## config.mk

```make
export PLATFORM = sky130hd
export DESIGN_NAME = fft_readout_sched
export DESIGN_NICKNAME = d
export VERILOG_FILES = /design/src/rtl/fft_readout_sched.sv
export SDC_FILE = /design/constraint.sdc
export NUM_CORES = 1
export LEC_CHECK = 0
export CORE_MARGIN = 10
export CORE_UTILIZATION = 54
export DETAILED_ROUTE_END_ITERATION = 7
export GPL_TIMING_DRIVEN = 0
export PLACE_DENSITY = 0.85
export SKIP_LAST_GASP = 1
export SLEW_MARGIN = 20
export SYNTH_ARGS = -nofsm -noshare
export SYNTH_HDL_FRONTEND = slang
export SYNTH_SLANG_ARGS = --single-unit
```

## constraint.sdc

```tcl
create_clock -name clk -period 5.3 [get_ports clk]
set_input_delay 1.59 -clock clk [delete_from_list [all_inputs] [get_ports clk]]
set_output_delay 1.59 -clock clk [all_outputs]
set_load 0.05 [all_outputs]
```

## src/rtl/fft_readout_sched.sv

```systemverilog
// fft_readout_sched: reads NCH FFT channel RAMs (channel-major, bin-minor) into a 4-deep credit FIFO stream.
// Build option: define FFT_SCHED_HALF_SPECTRUM_EN to read bins 0..NPTS/2 (DC through Nyquist) only.
module fft_readout_sched #(
  parameter int unsigned NCH    = 4,
  parameter int unsigned NPTS   = 1024,
  parameter int unsigned RD_LAT = 2
) (
  input  logic                                     clk,
  input  logic                                     rst_n,
  input  logic [NCH-1:0]                           ch_ready,
  input  logic [28*NCH-1:0]                        ch_q,
  output logic [9:0]                               rd_addr_fft,
  output logic                                     ch_go,
  output logic                                     out_valid,
  input  logic                                     out_ready,
  output logic [27:0]                              out_data,
  output logic [((NCH > 1) ? $clog2(NCH) : 1)-1:0] out_ch,
  output logic [9:0]                               out_bin,
  output logic                                     out_sop,
  output logic                                     out_eop,
  output logic                                     busy
);

  localparam int unsigned CHW   = (NCH > 1) ? $clog2(NCH) : 1;
  localparam int unsigned BW    = 10;
  localparam int unsigned DW    = 28;
  localparam int unsigned DEPTH = 4;
`ifdef FFT_SCHED_HALF_SPECTRUM_EN
  localparam int unsigned LAST  = NPTS / 2;
`else
  localparam int unsigned LAST  = NPTS - 1;
`endif

  typedef struct packed {
    logic [CHW-1:0] ch;
    logic [BW-1:0]  bin;
    logic           sop;
    logic           eop;
  } tag_t;

  typedef struct packed {
    logic [DW-1:0] data;
    tag_t          tag;
  } word_t;

  typedef enum logic [1:0] {S_IDLE, S_READ, S_DRAIN, S_RELEASE} state_t;

  state_t            state_q;
  state_t            next_state;
  logic              armed_q;
  logic [CHW-1:0]    ch_cnt_q;
  logic [RD_LAT-1:0] tag_v_q;
  tag_t              tag_q [RD_LAT];
  logic [DEPTH-1:0]  fifo_v_q;
  logic [DEPTH-1:0]  fifo_v_n;
  word_t             fifo_q [DEPTH];
  word_t             fifo_n [DEPTH];
  logic              eop_seen_q;

  logic [2:0]        occ_c;
  logic [2:0]        infl_c;
  logic              issue_c;
  logic              last_c;
  logic              pop_c;
  logic              push_c;
  logic              credit_c;
  logic [1:0]        wr_idx_c;
  logic [DW-1:0]     ch_word [NCH];
  word_t             push_word_c;
  tag_t              issue_tag_c;

  // FIFO head is the output register set
  assign out_valid = fifo_v_q[0];
  assign out_data  = fifo_q[0].data;
  assign out_ch    = fifo_q[0].tag.ch;
  assign out_bin   = fifo_q[0].tag.bin;
  assign out_sop   = fifo_q[0].tag.sop;
  assign out_eop   = fifo_q[0].tag.eop;

  // Occupancy, reads in flight and credit (a slot freed by this cycle's pop is reusable)
  always_comb begin
    occ_c  = '0;
    infl_c = '0;
    for (int i = 0; i < DEPTH; i++) occ_c = occ_c + 3'(fifo_v_q[i]);
    for (int i = 0; i < RD_LAT; i++) infl_c = infl_c + 3'(tag_v_q[i]);
    pop_c    = fifo_v_q[0] & out_ready;
    push_c   = tag_v_q[RD_LAT-1];
    credit_c = (4'(occ_c) + 4'(infl_c) - 4'(pop_c)) < 4'(DEPTH);
  end

  // Select the returning channel's word for the tag leaving the pipeline
  always_comb begin
    for (int k = 0; k < NCH; k++) ch_word[k] = ch_q[DW*k +: DW];
    push_word_c = '{data: ch_word[tag_q[RD_LAT-1].ch], tag: tag_q[RD_LAT-1]};
  end

  always_ff @(posedge clk or negedge rst_n) begin
    if (!rst_n) state_q <= S_IDLE;
    else        state_q <= next_state;
  end

  always_comb begin
    next_state = state_q;
    case (state_q)
      S_IDLE:    if (armed_q && (&ch_ready)) next_state = S_READ;
      S_READ:    if (issue_c && last_c) next_state = S_DRAIN;
      S_DRAIN:   if (!fifo_v_q[0] && (infl_c == '0) && eop_seen_q) next_state = S_RELEASE;
      S_RELEASE: if (ch_ready == '0) next_state = S_IDLE;
      default:   next_state = S_IDLE;
    endcase
  end

  always_comb begin
    issue_c     = 1'b0;
    last_c      = (ch_cnt_q == CHW'(NCH - 1)) && (rd_addr_fft == BW'(LAST));
    issue_tag_c = '{ch:  ch_cnt_q,
                    bin: rd_addr_fft,
                    sop: (ch_cnt_q == '0) && (rd_addr_fft == '0),
                    eop: last_c};
    if (state_q == S_READ) issue_c = credit_c;
  end

  // Shift-register FIFO: pop shifts toward the head, push fills the first free slot
  always_comb begin
    fifo_v_n = fifo_v_q;
    for (int i = 0; i < DEPTH; i++) fifo_n[i] = fifo_q[i];
    if (pop_c) begin
      for (int i = 0; i < DEPTH - 1; i++) begin
        fifo_v_n[i] = fifo_v_q[i+1];
        fifo_n[i]   = fifo_q[i+1];
      end
      fifo_v_n[DEPTH-1] = 1'b0;
    end
    wr_idx_c = 2'(occ_c - 3'(pop_c));
    if (push_c) begin
      fifo_v_n[wr_idx_c] = 1'b1;
      fifo_n[wr_idx_c]   = push_word_c;
    end
  end

  always_ff @(posedge clk or negedge rst_n) begin
    if (!rst_n) begin
      armed_q     <= 1'b0;
      ch_go       <= 1'b0;
      busy        <= 1'b0;
      rd_addr_fft <= '0;
      ch_cnt_q    <= '0;
      tag_v_q     <= '0;
      fifo_v_q    <= '0;
      eop_seen_q  <= 1'b0;
      for (int i = 0; i < RD_LAT; i++) tag_q[i] <= '0;
      for (int i = 0; i < DEPTH; i++) fifo_q[i] <= '0;
    end else begin
      // first edge after release only arms the FSM
      armed_q <= 1'b1;
      ch_go   <= (next_state == S_RELEASE);
      busy    <= (next_state != S_IDLE);
      if (issue_c) begin
        if (rd_addr_fft == BW'(LAST)) begin
          rd_addr_fft <= '0;
          ch_cnt_q    <= (ch_cnt_q == CHW'(NCH - 1)) ? '0 : ch_cnt_q + CHW'(1);
        end else begin
          rd_addr_fft <= rd_addr_fft + BW'(1);
        end
      end
      tag_v_q[0] <= issue_c;
      tag_q[0]   <= issue_tag_c;
      for (int i = 1; i < RD_LAT; i++) begin
        tag_v_q[i] <= tag_v_q[i-1];
        tag_q[i]   <= tag_q[i-1];
      end
      fifo_v_q <= fifo_v_n;
      for (int i = 0; i < DEPTH; i++) fifo_q[i] <= fifo_n[i];
      if (state_q == S_IDLE)                  eop_seen_q <= 1'b0;
      else if (pop_c && fifo_q[0].tag.eop)    eop_seen_q <= 1'b1;
    end
  end

endmodule

```

==> impl_metrics.py <==
metrics = {
    "floorplan": {
        "die_h_um": 158.4,
        "io_count": 174,
        "fp.dieW_um": 158.4,
        "floorplan.initialDensity_pct": 55.11,
        "coreArea_mm2": 0.01877,
        "die_area_mm2": 0.02509,
        "floorplan.rows": 50,
    },
    "final_layout": {
        "antenna_diode_count": 0,
        "finalNetCount": 1272,
        "finish.utilization_pct": 70.53,
        "nFillCells": 1288,
        "drive_above_1_share_pct": 16.28,
        "area_growth_synth_to_finish_pct": 27.98,
    },
    "logic_synthesis": {
        "yosysUniqueCellTypes": 42,
        "synth_compound_gate_area_share_pct": 8.044,
        "synth_nets": 1072,
        "synth_seq_area_share_pct": 53.22,
        "yosys.area_share.xor_xnor_pct": 0.5080,
        "synthCells": 939,
        "synth_ff_type": "sky130_fd_sc_hd__dfrtp_1",
        "synthSimpleGateAreaFrac_pct": 10.55,
        "synth_adder_area_share_pct": 1.766,
        "ys_seq_elements": 220,
        "synth-edff-count": 0,
        "synthesis.area_mm2": 0.01034,
        "synth-async-reset-ratio_pct": 100.0,
        "postSynthAreaPerCell_um2": 11.02,
        "yosysWarnings": 0,
        "yosys-mux-area-fraction_pct": 19.09,
        "synth_top_family_by_area": "multiplexers",
    },
    "cts": {
        "clock-root-buffer": "sky130_fd_sc_hd__clkbuf_16",
        "worst_skew_pair.late_latency_ps": 510,
        "cts_sinks": 220,
        "cts_tree": "yes",
        "post_cts_hold_buffer_count": 0,
        "post_cts_gate_resize_count": 0,
        "cts.repair_timing.setup_buffer_count": 0,
        "cts.htree.levels": 1,
        "clock_path_buffers": 3,
        "total_clock_buffers_created_by_cts": 23,
        "cts.reportedPaths.clkPinSlew_ps": 60,
    },
    "worst_setup_path": {
        "critical_path_required_ps": 5710,
        "setup.worst_path.end_class": "flop",
        "critical_path_peak_fanout": 11,
        "cpPeakStageDelay_ps": 560,
        "cpMostUsedCell": "sky130_fd_sc_hd__clkbuf_1",
        "timing.critical_path.cells": "clkdlybuf4s50_1 > nand2_1 > inv_1 > clkbuf_1 > clkbuf_1 > ha_1 > xor2_1 > nor2_1 > clkbuf_1 > clkbuf_1 > nand2_1 > o21ai_0",
        "timing.setup.critical_path_class": "input port to flop",
        "worst-endpoint-arrival_ps": 5130,
        "crit_path_start_kind": "input port",
        "critical_path.slowest_cell": "sky130_fd_sc_hd__clkbuf_1",
    },
    "route": {
        "post_drt_wl_per_cell_um": 19.09,
        "detail_route.first_pass.iterations": 5,
        "postRouteAntennaNets": 0,
        "vias_per_cell": 5.661,
        "routed_wl_mm": 26.51,
        "route.vias.total": 7863,
        "dr_iter_0_viols": 641,
        "drc_violations": 0,
    },
    "power_and_ir_drop": {
        "p_leak_uw": 0.005799,
        "worst_vdd_ir_uv": 411.9,
        "power.density_mw_per_mm2": 355.5,
    },
    "grt": {
        "grt_util_met2_pct": 35.02,
        "grt_pass1_wl_mm": 42.06,
        "groute.layer.met1.usage_pct": 25.92,
        "groute.layer.met3.usage_pct": 4.668,
        "grt_max_degree": 87,
        "grt_use_total_pct": 20.76,
        "first_global_vias": 8193,
        "grt.overflow.total": 0,
        "grt_antenna_before_repair": 0,
        "grt_busiest_layer": "met2",
    },
    "run_status": {
        "status": "finished, final reports clean",
    },
    "run": {
        "max_cap_viol_count": 0,
    },
    "sta": {
        "hold_viol_final": 0,
        "max-slew-margin-rel_pct": 53.84,
        "setup_tns_ps": 0,
        "final.setup_skew_ps": 15.78,
        "drv_slew": 0,
        "post-route-min-period_ps": 4715,
        "worstMarginPinSlew_ps": 692.4,
        "period_utilization_pct": 88.96,
        "setup_violations_final": 0,
        "grt_setup_unrepaired": "false",
        "achievable_frequency_mhz": 212.1,
        "worst_hold_slack_ps": 344.4,
    },
    "place": {
        "io_buffer_count": 173,
        "detailed_placer_s_ending_hpwl_mm": 18.68,
        "place.gp.congestion": 0.8210,
    },
    "worst_hold_path": {
        "min-delay-path-class": "flop to flop",
    },
}
## final cells by class
type / count / area, um2 / share of cell area, %
Inverter: 19 / 73.82 / 0.5577
Clock inverter: 13 / 175.2 / 1.323
Tap cell: 234 / 292.8 / 2.212
Sequential cell: 220 / 5505 / 41.59
Clock buffer: 28 / 634.4 / 4.792
Buffer: 110 / 628.1 / 4.745
Multi-Input combinational cell: 590 / 4136 / 31.25
Timing Repair Buffer: 175 / 1792 / 13.53
## critical path: cells and delay by family
kind	cells	cell delay [ps]
adder cells (fa/ha/maj)	1	300
XOR/XNOR	1	120
buffers and inverters	6	2460
AND/OR/NAND/NOR	3	530
AO/OA/AOI/OAI	1	120
## Yosys cell counts (3+ instances only)
cell type                  number  area (um2)
sky130_fd_sc_hd__dfrtp_1      220        5505
sky130_fd_sc_hd__inv_1         18       67.56
sky130_fd_sc_hd__nor2_1        54       202.7
sky130_fd_sc_hd__mux4_2        28       630.6
sky130_fd_sc_hd__a31oi_1       43       269.0
sky130_fd_sc_hd__nor4_1         3       18.77
sky130_fd_sc_hd__o21ai_0       91       455.4
sky130_fd_sc_hd__nor2b_1        3       18.77
sky130_fd_sc_hd__o31ai_1        4       30.03
sky130_fd_sc_hd__nand2_1      182       683.2
sky130_fd_sc_hd__ha_1          13       162.7
sky130_fd_sc_hd__mux2_2        42       473.0
sky130_fd_sc_hd__clkbuf_1      30       112.6
sky130_fd_sc_hd__xnor2_1        4       35.03
sky130_fd_sc_hd__and4_1         6       52.55
sky130_fd_sc_hd__buf_1         12       45.04
sky130_fd_sc_hd__buf_2         16       80.08
sky130_fd_sc_hd__a21oi_1        5       25.02
sky130_fd_sc_hd__buf_4         52       390.4
sky130_fd_sc_hd__mux2i_1       84       840.8
## per-stage QoR
step                      cells  power [uW]  worst slack [ps]  area [um2]
final                      1389        4706             585.1       13240
after global routing       1389        4907             319.4       13240
after CTS                  1389        4716             587.0       13240
after detailed placement   1348        3002             52.60       12430
after global placement     1346        2950             -6384       12370
after floorplan             939        2641              1299       10340
## cell usage in the layout, fill, tap and decap left out, types with 3 or more instances in the layout
cell type | synthesis | layout
sky130_fd_sc_hd__clkinv_2 | 0 | 5
sky130_fd_sc_hd__buf_4 | 52 | 52
sky130_fd_sc_hd__and4_1 | 6 | 6
sky130_fd_sc_hd__clkbuf_8 | 0 | 4
sky130_fd_sc_hd__bufinv_16 | 0 | 4
sky130_fd_sc_hd__o31ai_1 | 4 | 4
sky130_fd_sc_hd__xnor2_1 | 4 | 4
sky130_fd_sc_hd__a31oi_1 | 43 | 43
sky130_fd_sc_hd__nand2_1 | 182 | 182
sky130_fd_sc_hd__mux2_2 | 42 | 42
sky130_fd_sc_hd__o21ai_0 | 91 | 91
sky130_fd_sc_hd__nor2_1 | 54 | 54
sky130_fd_sc_hd__buf_2 | 16 | 16
sky130_fd_sc_hd__dfrtp_1 | 220 | 220
sky130_fd_sc_hd__clkdlybuf4s50_1 | 0 | 172
sky130_fd_sc_hd__inv_1 | 18 | 18
sky130_fd_sc_hd__clkinvlp_4 | 0 | 4
sky130_fd_sc_hd__nor2b_1 | 3 | 3
sky130_fd_sc_hd__mux2i_1 | 84 | 84
sky130_fd_sc_hd__clkbuf_16 | 0 | 23
sky130_fd_sc_hd__nor4_1 | 3 | 3
sky130_fd_sc_hd__clkbuf_1 | 30 | 31
sky130_fd_sc_hd__buf_1 | 12 | 12
sky130_fd_sc_hd__mux4_2 | 28 | 28
sky130_fd_sc_hd__ha_1 | 13 | 13
sky130_fd_sc_hd__a21oi_1 | 5 | 5
## routing by layer
layer | share of wire [%] | wire length, um | up-vias
li1 | - | - | 3599
met1 | 40 | 10550 | 3902
met2 | 50 | 13260 | 304
met3 | 7.4 | 1958 | 58
met4 | 2.8 | 738 | 0
met5 | 0 | 0 | -
## logic make-up (layout without fill, tap and decap cells)
| family | Yosys count | count (layout) |
|---|---|---|
| DFF | 220 | 220 |
| xor gates and xnor gates | 6 | 6 |
| buffers and inverters | 129 | 345 |
| muxes | 156 | 156 |
| and+or+nand+nor | 264 | 264 |
| adders and majority gates | 14 | 14 |
| AOI/OAI and AO/OA | 149 | 149 |
| other | 1 | 1 |
## power breakdown
group / switching, uW / internal [uW]
clock network: 660 / 1050
logic: 541 / 376
registers: 163 / 1920
## worst paths after layout
path                                       startpoint                  endpoint  slack (ps)  cells past startpoint
worst max-delay path                        out_ready    out_data[26]$_DFF_PN0_         590                     12
max in group asynchronous                       rst_n      fifo_q[94]$_DFF_PN0_        3520                      2
worst min register to register    tag_q[18]$_DFF_PN0_  push_word_c[4]$_DFF_PN0_         340                      0
worst max register to register  fifo_v_q[0]$_DFF_PN0_    out_data[26]$_DFF_PN0_        1660                     11
min in group asynchronous                       rst_n         armed_q$_DFF_PN0_        1020                      1
worst min-delay path              tag_q[18]$_DFF_PN0_  push_word_c[4]$_DFF_PN0_         340                      0
Power figures use the tool's default switching activity.
